[src/rtl/adder_display_pkg.sv]
// Shared types and constants for the BCD adder / scanned 7-segment display.
// Segment patterns are active low, ordered {g,f,e,d,c,b,a}.
package adder_display_pkg;

    typedef enum logic [1:0] {
        IDLE,
        CONV,
        COMMIT
    } state_e;

    localparam logic [6:0] SEG_BLANK = 7'b1111111;
    localparam logic [6:0] SEG_DASH  = 7'b0111111;

    localparam logic [6:0] SEG_DIGIT [10] = '{
        7'b1000000,
        7'b1111001,
        7'b0100100,
        7'b0110000,
        7'b0011001,
        7'b0010010,
        7'b0000010,
        7'b1111000,
        7'b0000000,
        7'b0010000
    };

    function automatic logic [63:0] max_bcd(input int digits);
        logic [63:0] p;
        p = 64'd1;
        for (int i = 0; i < digits; i++) begin
            p = p * 64'd10;
        end
        return p - 64'd1;
    endfunction

endpackage

[src/rtl/adder_bcd_scan_display_seg7_decode.sv]
// BCD digit to active-low 7-segment pattern; codes 10..15 render blank.
module seg7_decode
    import adder_display_pkg::*;
(
    input  logic [3:0] bcd,
    output logic [6:0] seg
);

    always_comb begin
        seg = SEG_BLANK;
        case (bcd)
            4'd0: seg = SEG_DIGIT[0];
            4'd1: seg = SEG_DIGIT[1];
            4'd2: seg = SEG_DIGIT[2];
            4'd3: seg = SEG_DIGIT[3];
            4'd4: seg = SEG_DIGIT[4];
            4'd5: seg = SEG_DIGIT[5];
            4'd6: seg = SEG_DIGIT[6];
            4'd7: seg = SEG_DIGIT[7];
            4'd8: seg = SEG_DIGIT[8];
            4'd9: seg = SEG_DIGIT[9];
            default: seg = SEG_BLANK;
        endcase
    end

endmodule

[src/rtl/adder_bcd_scan_display.sv]
// Adder with sequential double-dabble and anode-scanned 7-segment output.
// Optional macro LEADING_ZERO_BLANK_EN blanks leading zero digits.
module adder_bcd_scan_display
    import adder_display_pkg::*;
#(
    parameter int WIDTH       = 8,
    parameter int DIGITS      = 4,
    parameter int REFRESH_DIV = 100000
) (
    input  logic              clk,
    input  logic              rst,
    input  logic              load,
    input  logic [WIDTH-1:0]  a,
    input  logic [WIDTH-1:0]  b,
    input  logic              cin,
    output logic              busy,
    output logic              done,
    output logic              ovf,
    output logic [WIDTH:0]    sum,
    output logic [DIGITS-1:0] an,
    output logic [6:0]        seg
);

    localparam int SW = WIDTH + 1;
    localparam int BW = 4 * DIGITS;
    localparam int IW = $clog2(WIDTH + 2);
    localparam int CW = $clog2(REFRESH_DIV);
    localparam int XW = (DIGITS > 1) ? $clog2(DIGITS) : 1;
    localparam logic [63:0] MAX_VAL = max_bcd(DIGITS);

    state_e            state_q, state_d;
    logic [SW-1:0]     sum_q, sum_d;
    logic [BW-1:0]     bcd_q, bcd_d;
    logic [IW-1:0]     iter_q, iter_d;
    logic [BW-1:0]     digit_q, digit_d;
    logic              ovf_q, ovf_d;
    logic              done_q, done_d;
    logic [CW-1:0]     cnt_q, cnt_d;
    logic [XW-1:0]     idx_q, idx_d;
    logic [DIGITS-1:0] an_q, an_d;
    logic [6:0]        seg_q, seg_d;

    logic [BW-1:0]     adj;
    logic              msb;
    logic [3:0]        cur_digit;
    logic [6:0]        dec_seg;
    logic              blank;

    always_ff @(posedge clk) begin
        if (rst) begin
            state_q <= IDLE;
            sum_q   <= '0;
            bcd_q   <= '0;
            iter_q  <= '0;
            digit_q <= '0;
            ovf_q   <= 1'b0;
            done_q  <= 1'b0;
            cnt_q   <= '0;
            idx_q   <= '0;
            an_q    <= ~DIGITS'(1);
            seg_q   <= SEG_DIGIT[0];
        end else begin
            state_q <= state_d;
            sum_q   <= sum_d;
            bcd_q   <= bcd_d;
            iter_q  <= iter_d;
            digit_q <= digit_d;
            ovf_q   <= ovf_d;
            done_q  <= done_d;
            cnt_q   <= cnt_d;
            idx_q   <= idx_d;
            an_q    <= an_d;
            seg_q   <= seg_d;
        end
    end

    // One double-dabble step: add-3 correction, then shift in next sum bit
    always_comb begin
        msb = 1'b0;
        for (int i = 0; i < SW; i++) begin
            if (int'(iter_q) == WIDTH - i) begin
                msb = sum_q[i];
            end
        end
        for (int i = 0; i < DIGITS; i++) begin
            if (bcd_q[4*i +: 4] >= 4'd5) begin
                adj[4*i +: 4] = bcd_q[4*i +: 4] + 4'd3;
            end else begin
                adj[4*i +: 4] = bcd_q[4*i +: 4];
            end
        end
    end

    always_comb begin
        state_d = state_q;
        sum_d   = sum_q;
        bcd_d   = bcd_q;
        iter_d  = iter_q;
        digit_d = digit_q;
        ovf_d   = ovf_q;
        done_d  = 1'b0;
        unique case (state_q)
            IDLE: begin
                if (load) begin
                    sum_d   = SW'(a) + SW'(b) + SW'(cin);
                    bcd_d   = '0;
                    iter_d  = '0;
                    state_d = CONV;
                end
            end
            CONV: begin
                bcd_d  = (adj << 1) | BW'(msb);
                iter_d = iter_q + 1'b1;
                if (iter_q == IW'(WIDTH)) begin
                    state_d = COMMIT;
                end
            end
            COMMIT: begin
                digit_d = bcd_q;
                ovf_d   = (64'(sum_q) > MAX_VAL);
                done_d  = 1'b1;
                state_d = IDLE;
            end
            default: state_d = IDLE;
        endcase
    end

    always_comb begin
        cnt_d = cnt_q + 1'b1;
        idx_d = idx_q;
        if (cnt_q == CW'(REFRESH_DIV - 1)) begin
            cnt_d = '0;
            if (idx_q == XW'(DIGITS - 1)) begin
                idx_d = '0;
            end else begin
                idx_d = idx_q + 1'b1;
            end
        end
    end

    // Decode from next-cycle digit/index so an and seg move on one edge
    always_comb begin
        cur_digit = 4'd0;
        for (int i = 0; i < DIGITS; i++) begin
            if (int'(idx_d) == i) begin
                cur_digit = digit_d[4*i +: 4];
            end
        end
    end

    seg7_decode u_dec (
        .bcd (cur_digit),
        .seg (dec_seg)
    );

`ifdef LEADING_ZERO_BLANK_EN
    logic zero_above;
    always_comb begin
        zero_above = 1'b1;
        blank      = 1'b0;
        for (int i = DIGITS - 1; i > 0; i--) begin
            zero_above = zero_above & (digit_d[4*i +: 4] == 4'd0);
            if (zero_above && int'(idx_d) == i) begin
                blank = 1'b1;
            end
        end
    end
`else
    always_comb begin
        blank = 1'b0;
    end
`endif

    always_comb begin
        an_d = ~(DIGITS'(1) << idx_d);
        if (ovf_d) begin
            seg_d = SEG_DASH;
        end else if (blank) begin
            seg_d = SEG_BLANK;
        end else begin
            seg_d = dec_seg;
        end
    end

    always_comb begin
        busy = (state_q != IDLE);
        done = done_q;
        ovf  = ovf_q;
        sum  = sum_q;
        an   = an_q;
        seg  = seg_q;
    end

endmodule

[config.mk]
export PLATFORM = sky130hd
export DESIGN_NAME = adder_bcd_scan_display
export DESIGN_NICKNAME = d
export VERILOG_FILES = /design/src/rtl/adder_display_pkg.sv /design/src/rtl/adder_bcd_scan_display_seg7_decode.sv /design/src/rtl/adder_bcd_scan_display.sv
export SDC_FILE = /design/constraint.sdc
export NUM_CORES = 1
export LEC_CHECK = 0
export CORE_MARGIN = 2
export CORE_UTILIZATION = 53
export CTS_BUF_LIST = sky130_fd_sc_hd__clkbuf_4 sky130_fd_sc_hd__clkbuf_8
export CTS_CLUSTER_DIAMETER = 60
export CTS_CLUSTER_SIZE = 12
export DETAILED_ROUTE_END_ITERATION = 7
export PLACE_DENSITY = 0.84
export SYNTH_ARGS = -nofsm -noshare
export SYNTH_HDL_FRONTEND = slang
export SYNTH_SLANG_ARGS = --single-unit
[constraint.sdc]
create_clock -name clk -period 2.8 [get_ports clk]
set_clock_uncertainty 0.2 [all_clocks]
set_input_delay 0.56 -clock clk [delete_from_list [all_inputs] [get_ports clk]]
set_output_delay 0.56 -clock clk [all_outputs]
set_load 0.01 [all_outputs]
# Yosys cells after proc, flatten, opt, wreduce, memory -nomap -nowiden
# Memory sizes are Yosys's and may differ from the RTL's.
# Index checks and enable logic that the tools add are counted.
# word_totals
register_bits	79
romBits	112
in_bits	20
output_inout_bits	23
word_cells	85
n_memories	1
# classes
n_addsub	9
magnitude_cmp	4
eq_ne	18
n_shift	1
muxes	30
bitwise_logic	2
reduce_logical	9
# memory_table
name	depth	word_bits	read_ports	rd_clocked_by_memory_dff	wr	line	text
(no name shown)	16	7	1	0	0	adder_bcd_scan_display_seg7_decode.sv:11	case (bcd)
# op_table
cell	count
2-to-1 mux 16 bit	2
2-to-1 mux 4 bit	8
case mux 16 bit (2 select lines)	1
equality test 4 bit (second input constant)	6
adder 17 x 1 -> 17 bit (second input constant)	1
equality test 17 bit (second input constant)	1
>= comparator 4 x 3 -> 1 bit (second input constant)	4
bitwise OR 16 x 1 -> 16 bit	1
adder 4 x 2 -> 4 bit (second input constant)	3
2-to-1 mux 1 bit	11
adder 8 x 8 -> 9 bit	1
adder 9 x 1 -> 9 bit	1
equality test 2 bit (second input constant)	4
equality test 4 x 3 -> 1 bit (second input constant)	2
2-to-1 mux 2 bit	4
case mux 4 bit (2 select lines)	1
2-to-1 mux 7 bit	1
AND reduction 2 bit	3
adder 4 x 1 -> 4 bit (second input constant)	1
equality test 2 x 1 -> 1 bit (second input constant)	2
equality test 4 x 2 -> 1 bit (second input constant)	1
zero test 2 bit	2
zero test 4 bit	1
!= test 2 bit (second input constant)	2
other kinds (8)	9

# Longest topological paths before layout
# Gate-level depths: netlist of run 1.
# logic_depth
word_depth	12
mapped_depth	13
depth_no_buf	12

# By module
# A second synthesis of run 1 with hierarchy kept.
# hier_totals
cells_unflattened	475
area_unflattened_um2	4088.9
# modules_own_cells
mod	instances	cells_each	area_per_inst_um2	seq_area_each_um2
adder_bcd_scan_display	1	444	3888.7	1581.5
seg7_decode	1	31	200.2	0.0

# Worst setup path before layout of run 1
# OpenSTA, ideal clock, no wires.
# synth_timing
path_kind	register to register
from	register cnt_q[0]
to	register seg_q[6] (netlist: seg[6])
setup_time_ns	0.120
arrival_ns	2.705
t_required_ns	2.480
slack_ns	-0.224
path_stages_with_launch	14
n_path_buf	1
synth_period_minus_slack_ns	3.024
path_cell_list	dfxtp_1 -> ha_1 -> and4_1 -> nand4_4 -> mux2i_4 -> buf_8 -> mux2i_1 -> mux2i_1 -> mux2i_2 -> inv_1 -> ha_1 -> nor2_1 -> a31oi_1 -> o31a_1
# synth_between
elab_chain_cells	9
elab_cells_between_ends	12
cone_classes	eq/ne (4); mux (6); reduce/logical (1); memory (1)
# synth_rtl
item	line	text
start, declared	adder_bcd_scan_display.sv:38	logic [CW-1:0] cnt_q, cnt_d;
start signal, assigned	adder_bcd_scan_display.sv:70	cnt_q <= cnt_d;
equality test 17 bit *	adder_bcd_scan_display.sv:131	if (cnt_q == CW'(REFRESH_DIV - 1)) begin
2-to-1 mux 2 bit *	adder_bcd_scan_display.sv:131	
zero test 2 bit	adder_bcd_scan_display.sv:145	if (int'(idx_d) == i) begin
2-to-1 mux 4 bit (3 in a row)	adder_bcd_scan_display.sv:145	
2-to-1 mux 4 bit *	adder_bcd_scan_display.sv:145	
memory read (16 x 7 bit) *	-	
2-to-1 mux 7 bit *	adder_bcd_scan_display.sv:176	if (ovf_d) begin
end signal, assigned	adder_bcd_scan_display.sv:61	seg_q <= SEG_DIGIT[0];
end signal, assigned	adder_bcd_scan_display.sv:73	seg_q <= seg_d;
end, declared	adder_bcd_scan_display.sv:41	logic [6:0] seg_q, seg_d;
# Mark *: on every way between the ends. The rest lies on a longest branch, timed or not.
# A chain may end at the register's enable or synchronous reset.

# Worst setup path after layout of run 1
# layout_timing
from	register cnt_q[5]
to	register seg_q[1] (netlist: seg[1])
# Same word-level chain as after synthesis.

==> flow_metrics.env, run 1 <==
export IMPL_synth_area_leaders="dfxtp_1 39%, ha_1 8.3%, a21oi_1 6.8%"
export IMPL_clock_sink_count=79
export IMPL_hp_class="reg2reg"
export IMPL_ant_nets=0
export IMPL_io_buffer_count=42
export IMPL_yosysMostFrequentCell="dfxtp_1"
export IMPL_cts_htree_levels=3
export IMPL_yosys_area_top_type_share=0.3883
export IMPL_period_needed_ns=2.737
export IMPL_rsz0062_at_grt="yes"
export IMPL_numCtsBuffers=9
export IMPL_tightest_slew_ns=0.6994
export IMPL_layout_setup_ws_ns=0.06324
export IMPL_path_max_fanout=10
export IMPL_antenna_cells=0
export IMPL_grt_overflow=0
export IMPL_synth_top_flop_cell="dfxtp_1"
export IMPL_dp_final_hpwl_mm=6.275
export IMPL_routedWlPerCell_um=13.98
export IMPL_maxCapViolations=0
export IMPL_setup_viol=0
export IMPL_coreArea_sq_um=7331
export IMPL_clkLatencyLatePin_ns=0.35
export IMPL_ir_drop_uv=232.0
export IMPL_status="finished clean"
export IMPL_first_pass_iters=5
export IMPL_fp_dieH_um=91.66
export IMPL_grt_first_pass_wirelength_mm=15.48
export IMPL_slowest_delay_ns=0.34
export IMPL_hold_path_startpoint="digit_q[12]"
export IMPL_slew_headroom=0.5338
export IMPL_drc_errors=0
export IMPL_ios=43
export IMPL_critPathLaunch="cnt_q[5]"
export IMPL_path_cells="nor4b_4, nand4_4, mux2i_4, buf_12, buf_6, mux2i_1, mux2i_1, mux2i_2, ha_1, a21boi_2, a21o_2, a21oi_2"
export IMPL_crit_slowest_cell="dfxtp_2"
export IMPL_rows=31
export IMPL_path_depth=12
export IMPL_syn_area_sq_um=4073
export IMPL_synth_cell_types=48
export IMPL_powerDensity_nw_per_um2=442.1
export IMPL_start_util=0.5556
export IMPL_synth_seq_cells=79
export IMPL_vias_per_cell=5.448
export IMPL_clk_pin_slew_ns=0.08
export IMPL_track_usage=0.2226
export IMPL_synth_warnings=0
export IMPL_avgSynthCellArea_sq_um=8.647
export IMPL_grt_max_degree=50
export IMPL_die_area_sq_um=8402
export IMPL_synth_cells=471
export IMPL_drive_above_1_share=0.1563
export IMPL_cts_tree="yes"
export IMPL_crit_required_ns=2.83
export IMPL_cpLargestDelayFamily="multiplexers"
export IMPL_wl_mm=8.986
export IMPL_hold_viol=0
export IMPL_cp_num_buf_inv=2
export IMPL_ys_top_cells_by_count="79 x dfxtp_1, 60 x nand2_1, 55 x a21oi_1"
export IMPL_layout_cells_non_filler=643
export IMPL_nNetsFinal=589
export IMPL_reg2regPathDepth=12
export IMPL_cts_buffer_depth=2
export IMPL_synth_top_area_cell="dfxtp_1"
export IMPL_hold_depth=2
export IMPL_async_flop_share=0
export IMPL_first_iter_violations=134
export IMPL_timing_critical_path_mode_cell="mux2i_1"
export IMPL_antenna_found_initial=0
export IMPL_num_vias=3503
export IMPL_period_share=0.9774
export IMPL_endpoint_kind="register"
export IMPL_grt_pass1_vias=3587
export IMPL_path_class="reg2reg"
export IMPL_drv_slew=0
export IMPL_r2r_start="cnt_q[5]"
export IMPL_die_x_um=91.66
export IMPL_pre_cts_slack_ns=-0.2650
export IMPL_arrival_ns=2.77
export IMPL_leakagePower_nw=2.056
export IMPL_cp_start_kind="register"
export IMPL_fmax_mhz=365.4
export IMPL_clk_root_buffer_cell="clkbuf_8"
export IMPL_numPlacedInstances=623
export IMPL_area_growth_pct=24.24
export IMPL_synthesis_nets=520
export IMPL_synth_edf_count=0
export IMPL_finalSetupTns_ns=0
export IMPL_gp_congestion=0.8882
export IMPL_seq_area_frac_synth=0.3883
## flip-flops by register name, indices dropped and copies added, names as in the netlist
name / cells
digit_q: 16
state_q: 2
iter_q: 4
ovf: 1
sum: 9
seg: 7
an: 4
bcd_q: 16
done: 1
cnt_q: 17
idx_q: 2
## power breakdown
| part | switching [mW] | total, mW | leakage [nW] | internal, mW |
|---|---|---|---|---|
| Clock | 0.400 | 0.824 | 0.0960 | 0.424 |
| Sequential | 0.0223 | 1.17 | 0.641 | 1.14 |
| Combinational | 0.129 | 0.247 | 1.32 | 0.118 |
| Total | 0.551 | 2.24 | 2.06 | 1.69 |
## placed cells by master (no fill, tap or decap), drive strengths merged, types with 2 or more instances in the layout
| cell | instances |
|---|---|
| inv | 22 |
| o21bai | 2 |
| a21o | 4 |
| nand3b | 2 |
| nand2 | 60 |
| nand4 | 4 |
| or3 | 2 |
| xnor2 | 11 |
| a211oi | 5 |
| nor3 | 13 |
| buf | 37 |
| nand2b | 8 |
| mux2 | 2 |
| clkdlybuf4s50 | 41 |
| mux2i | 23 |
| clkbuf | 11 |
| nor2 | 49 |
| and4bb | 2 |
| nor2b | 3 |
| dfxtp | 79 |
| fa | 2 |
| mux4 | 2 |
| o21ai | 16 |
| nor4 | 2 |
| a31oi | 5 |
| ha | 27 |
| a21oi | 58 |
| nand3 | 21 |
| xor2 | 17 |
| clkinv | 2 |
## what timing repair did
| action | in CTS | in global routing |
|---|---|---|
| setup buffers | 3 | 2 |
| resized for setup | 1 | 17 |
| gates cloned | 0 | 0 |
| endpoints found under the setup margin | 7 | 9 |
| pin swaps | 0 | 3 |
| hold buffers | 0 | 0 |
## cell families after synthesis
family / after synthesis / share of synthesized area
adders and majority gates: 29 / 0.09278
buffers and inverters: 42 / 0.04209
and+or+nand+nor: 170 / 0.1963
muxes: 27 / 0.08172
AOI/OAI and AO/OA: 96 / 0.1386
xor gates and xnor gates: 28 / 0.06021
DFF: 79 / 0.3883
## metrics by stage
step | cell area [sq um] | hold WS [ns] | utilization | total power [mW]
after global placement | 4776 | 0.2378 | 0.6515 | 1.423
after CTS | 5001 | 0.2565 | 0.6822 | 2.238
after global routing | 5060 | 0.2815 | 0.6902 | 2.320
final | 5060 | 0.2547 | 0.6902 | 2.237
after detailed placement | 4776 | 0.2460 | 0.6515 | 1.431
after floorplan | 4093 | 0.2315 | - | 1.324
## routing by layer
metal / vias to the layer above / GRT usage / wire [um]
li1: 1743 / - / -
met1: 1657 / 0.2681 / 3821
met2: 90 / 0.3897 / 4648
met3: 13 / 0.05341 / 402
met4: 0 / 0.07197 / 114
met5: - / 0 / 0
## path summary, 6_finish.rpt
check	to	slack, ns
setup / recovery	seg[1]	0.06
hold reg to reg	digit_q[12]	0.25
setup reg to reg	seg[1]	0.06
hold / removal	digit_q[12]	0.25
## area by class of cell
class / count / area [sq um]
Multi-Input combinational cell: 350 / 2372
Inverter: 22 / 82.58
Timing Repair Buffer: 78 / 705.7
Sequential cell: 79 / 1589
Clock buffer: 11 / 138.9
Clock inverter: 4 / 47.55
Tap cell: 99 / 123.9
Fill cell: 551 / 2271
## worst register-to-register path, delay by kind of cell, from the launching register on
family | cells | cell delay (ns)
AO/OA/AOI/OAI | 3 | 0.29
multiplexers | 4 | 0.76
AND/OR/NAND/NOR | 2 | 0.48
adder cells (fa/ha/maj) | 1 | 0.30
flip-flops | 1 | 0.34
buffers and inverters | 2 | 0.27
(Power assumes the default switching activity.)
==> inputs of run 2 (changes only) <==
CORE_UTILIZATION = 55   (was 53)
clock period = 2.7 ns   (was 2.8 ns; I/O delays follow)
==> run 2 against run 1 <==
Compared with the run above: highest routed layer unchanged; sequential share of layout area decreased by 0.55 points; non-clock buffer count increased by 5; clock power increased by 31%; critical path type unchanged; largest power group unchanged; the run now ends with setup timing left.
==> flow_metrics.env, run 2 (synthesis results as in run 1) <==
export IMPL_status="finished with violations"
export IMPL_violations="setup timing"
export IMPL_powerDensity_nw_per_um2=494.9
export IMPL_slew_headroom=0.4865
export IMPL_hold_buffers=0
export IMPL_crit_slowest_cell="dfxtp_2"
export IMPL_period_share=1.020
export IMPL_cts_tree="yes"
export IMPL_coreArea_sq_um=7214
export IMPL_drive_above_1_share=0.1600
export IMPL_cts_buffer_depth=2
export IMPL_numCtsBuffers=9
export IMPL_finalSetupTns_ns=-0.07419
export IMPL_start_util=0.5645
export IMPL_dp_final_hpwl_mm=6.424
export IMPL_gp_congestion=0.8765
export IMPL_grt_max_degree=51
export IMPL_layout_setup_ws_ns=-0.05489
export IMPL_grt_met3_usage=0.03688
export IMPL_clk_pin_slew_ns=0.09
export IMPL_rsz0062_at_grt="yes"
export IMPL_antenna_found_initial=0
export IMPL_power_mw=2.543
export IMPL_grt_util_met1=0.2678
export IMPL_vias_per_cell=5.461
export IMPL_numPlacedInstances=630
export IMPL_hp_class="reg2reg"
export IMPL_ant_nets=0
export IMPL_maxCapViolations=0
export IMPL_area_growth_pct=26.18
export IMPL_drc_errors=0
export IMPL_path_max_fanout=10
export IMPL_path_cells="nor4b_4, nand4_4, mux2i_4, buf_12, mux2i_2, mux2i_1, mux2i_2, ha_1, a21boi_1, a21o_2, a21oi_2"
export IMPL_die_area_sq_um=8109
export IMPL_antenna_cells=0
export IMPL_clock_sink_count=79
export IMPL_clkLatencyLatePin_ns=0.36
export IMPL_fp_dieH_um=90.05
export IMPL_num_vias=3544
export IMPL_busiest_layer="met2"
export IMPL_leakagePower_nw=2.095
export IMPL_grt_first_pass_wirelength_mm=15.28
export IMPL_grt_pass1_vias=3474
export IMPL_rows=31
export IMPL_arrival_ns=2.79
export IMPL_first_pass_iters=4
export IMPL_ff2ff_setup_slack_ns=-0.05
export IMPL_grt_overflow=0
export IMPL_cp_start_kind="register"
export IMPL_hold_viol=0
export IMPL_nNetsFinal=594
export IMPL_ios=43
export IMPL_setup_viol=2
export IMPL_first_iter_violations=262
export IMPL_tightest_slew_ns=0.7702
export IMPL_die_x_um=90.05
export IMPL_top_regs="cnt_q (17), bcd_q (16), digit_q (16)"
export IMPL_whs_ns=0.2581
export IMPL_wl_mm=9.098
export IMPL_met2_usage=0.3966
export IMPL_path_class="reg2reg"
export IMPL_layout_cells_non_filler=649
export IMPL_fin_util=0.7123
export IMPL_fmax_mhz=363.0
export IMPL_track_usage=0.2286
export IMPL_drv_slew=0
export IMPL_final_common_cell="dfxtp_1"
export IMPL_slowest_delay_ns=0.34
export IMPL_layout_common_cells="76 x dfxtp_1, 60 x nand2_1, 51 x a21oi_1"
export IMPL_period_needed_ns=2.755
export IMPL_cts_htree_levels=3
export IMPL_routedWlPerCell_um=14.02
export IMPL_io_buffer_count=42
export IMPL_endpoint_kind="register"
export IMPL_ir_drop_uv=307.2
export IMPL_timing_critical_path_mode_cell="mux2i_2"
export IMPL_largest_reg_flops=17
export IMPL_largest_register="cnt_q"
export IMPL_clk_root_buffer_cell="clkbuf_8"
export IMPL_crit_required_ns=2.73
==> run 2: report_power, final <==
| part | switching [mW] | internal [mW] | total [mW] |
|---|---|---|---|
| Sequential | 0.0220 | 1.19 | 1.21 |
| Clock | 0.439 | 0.637 | 1.08 |
| Combinational | 0.135 | 0.125 | 0.260 |
==> run 2: worst paths after layout <==
path / from / end / cells after the start
max reg2reg: cnt_q[5] / seg[1] / 11
min: digit_q[1] / digit_q[1] / 2
max: cnt_q[5] / seg[1] / 11
min reg2reg: digit_q[1] / digit_q[1] / 2
==> run 2: critical path: cells and delay by family (launching register included) <==
kind / cells / cell delay, ns
flops: 1 / 0.34
compound gates: 3 / 0.29
fa+ha+maj: 1 / 0.32
mux: 4 / 0.82
buf+inv: 1 / 0.16
simple gates: 2 / 0.47
==> run 2: final cells by class <==
type,instances,area (sq um)
tap,99,123.9
timing repair buffer,83,735.7
clock inverter,5,106.4
clock buffer,11,138.9
multi-input combinational,350,2366
fill,556,2076
sequential,79,1585
inverter,22,82.58
==> run 2: per-layer routing <==
metal,up-vias,share of wire
met5,-,0
met4,0,0.028
met3,22,0.044
met2,110,0.49
met1,1653,0.43
li1,1759,-
==> run 2: timing repair <==
| item | 4_1_cts | 5_1_grt |
|---|---|---|
| setup endpoints to repair | 7 | 10 |
| buffers inserted | 2 | 1 |
| pin swaps | 0 | 4 |
| resized for setup | 0 | 10 |
==> run 2: metrics by stage <==
| stage | cell area (sq um) | setup WS [ns] |
|---|---|---|
| floorplan | 4096 | -0.1184 |
| global placement | 4832 | -0.1857 |
| detailed placement | 4832 | -0.2589 |
| CTS | 5105 | 0.005620 |
| global route | 5139 | -0.1932 |
| finish | 5139 | -0.05489 |
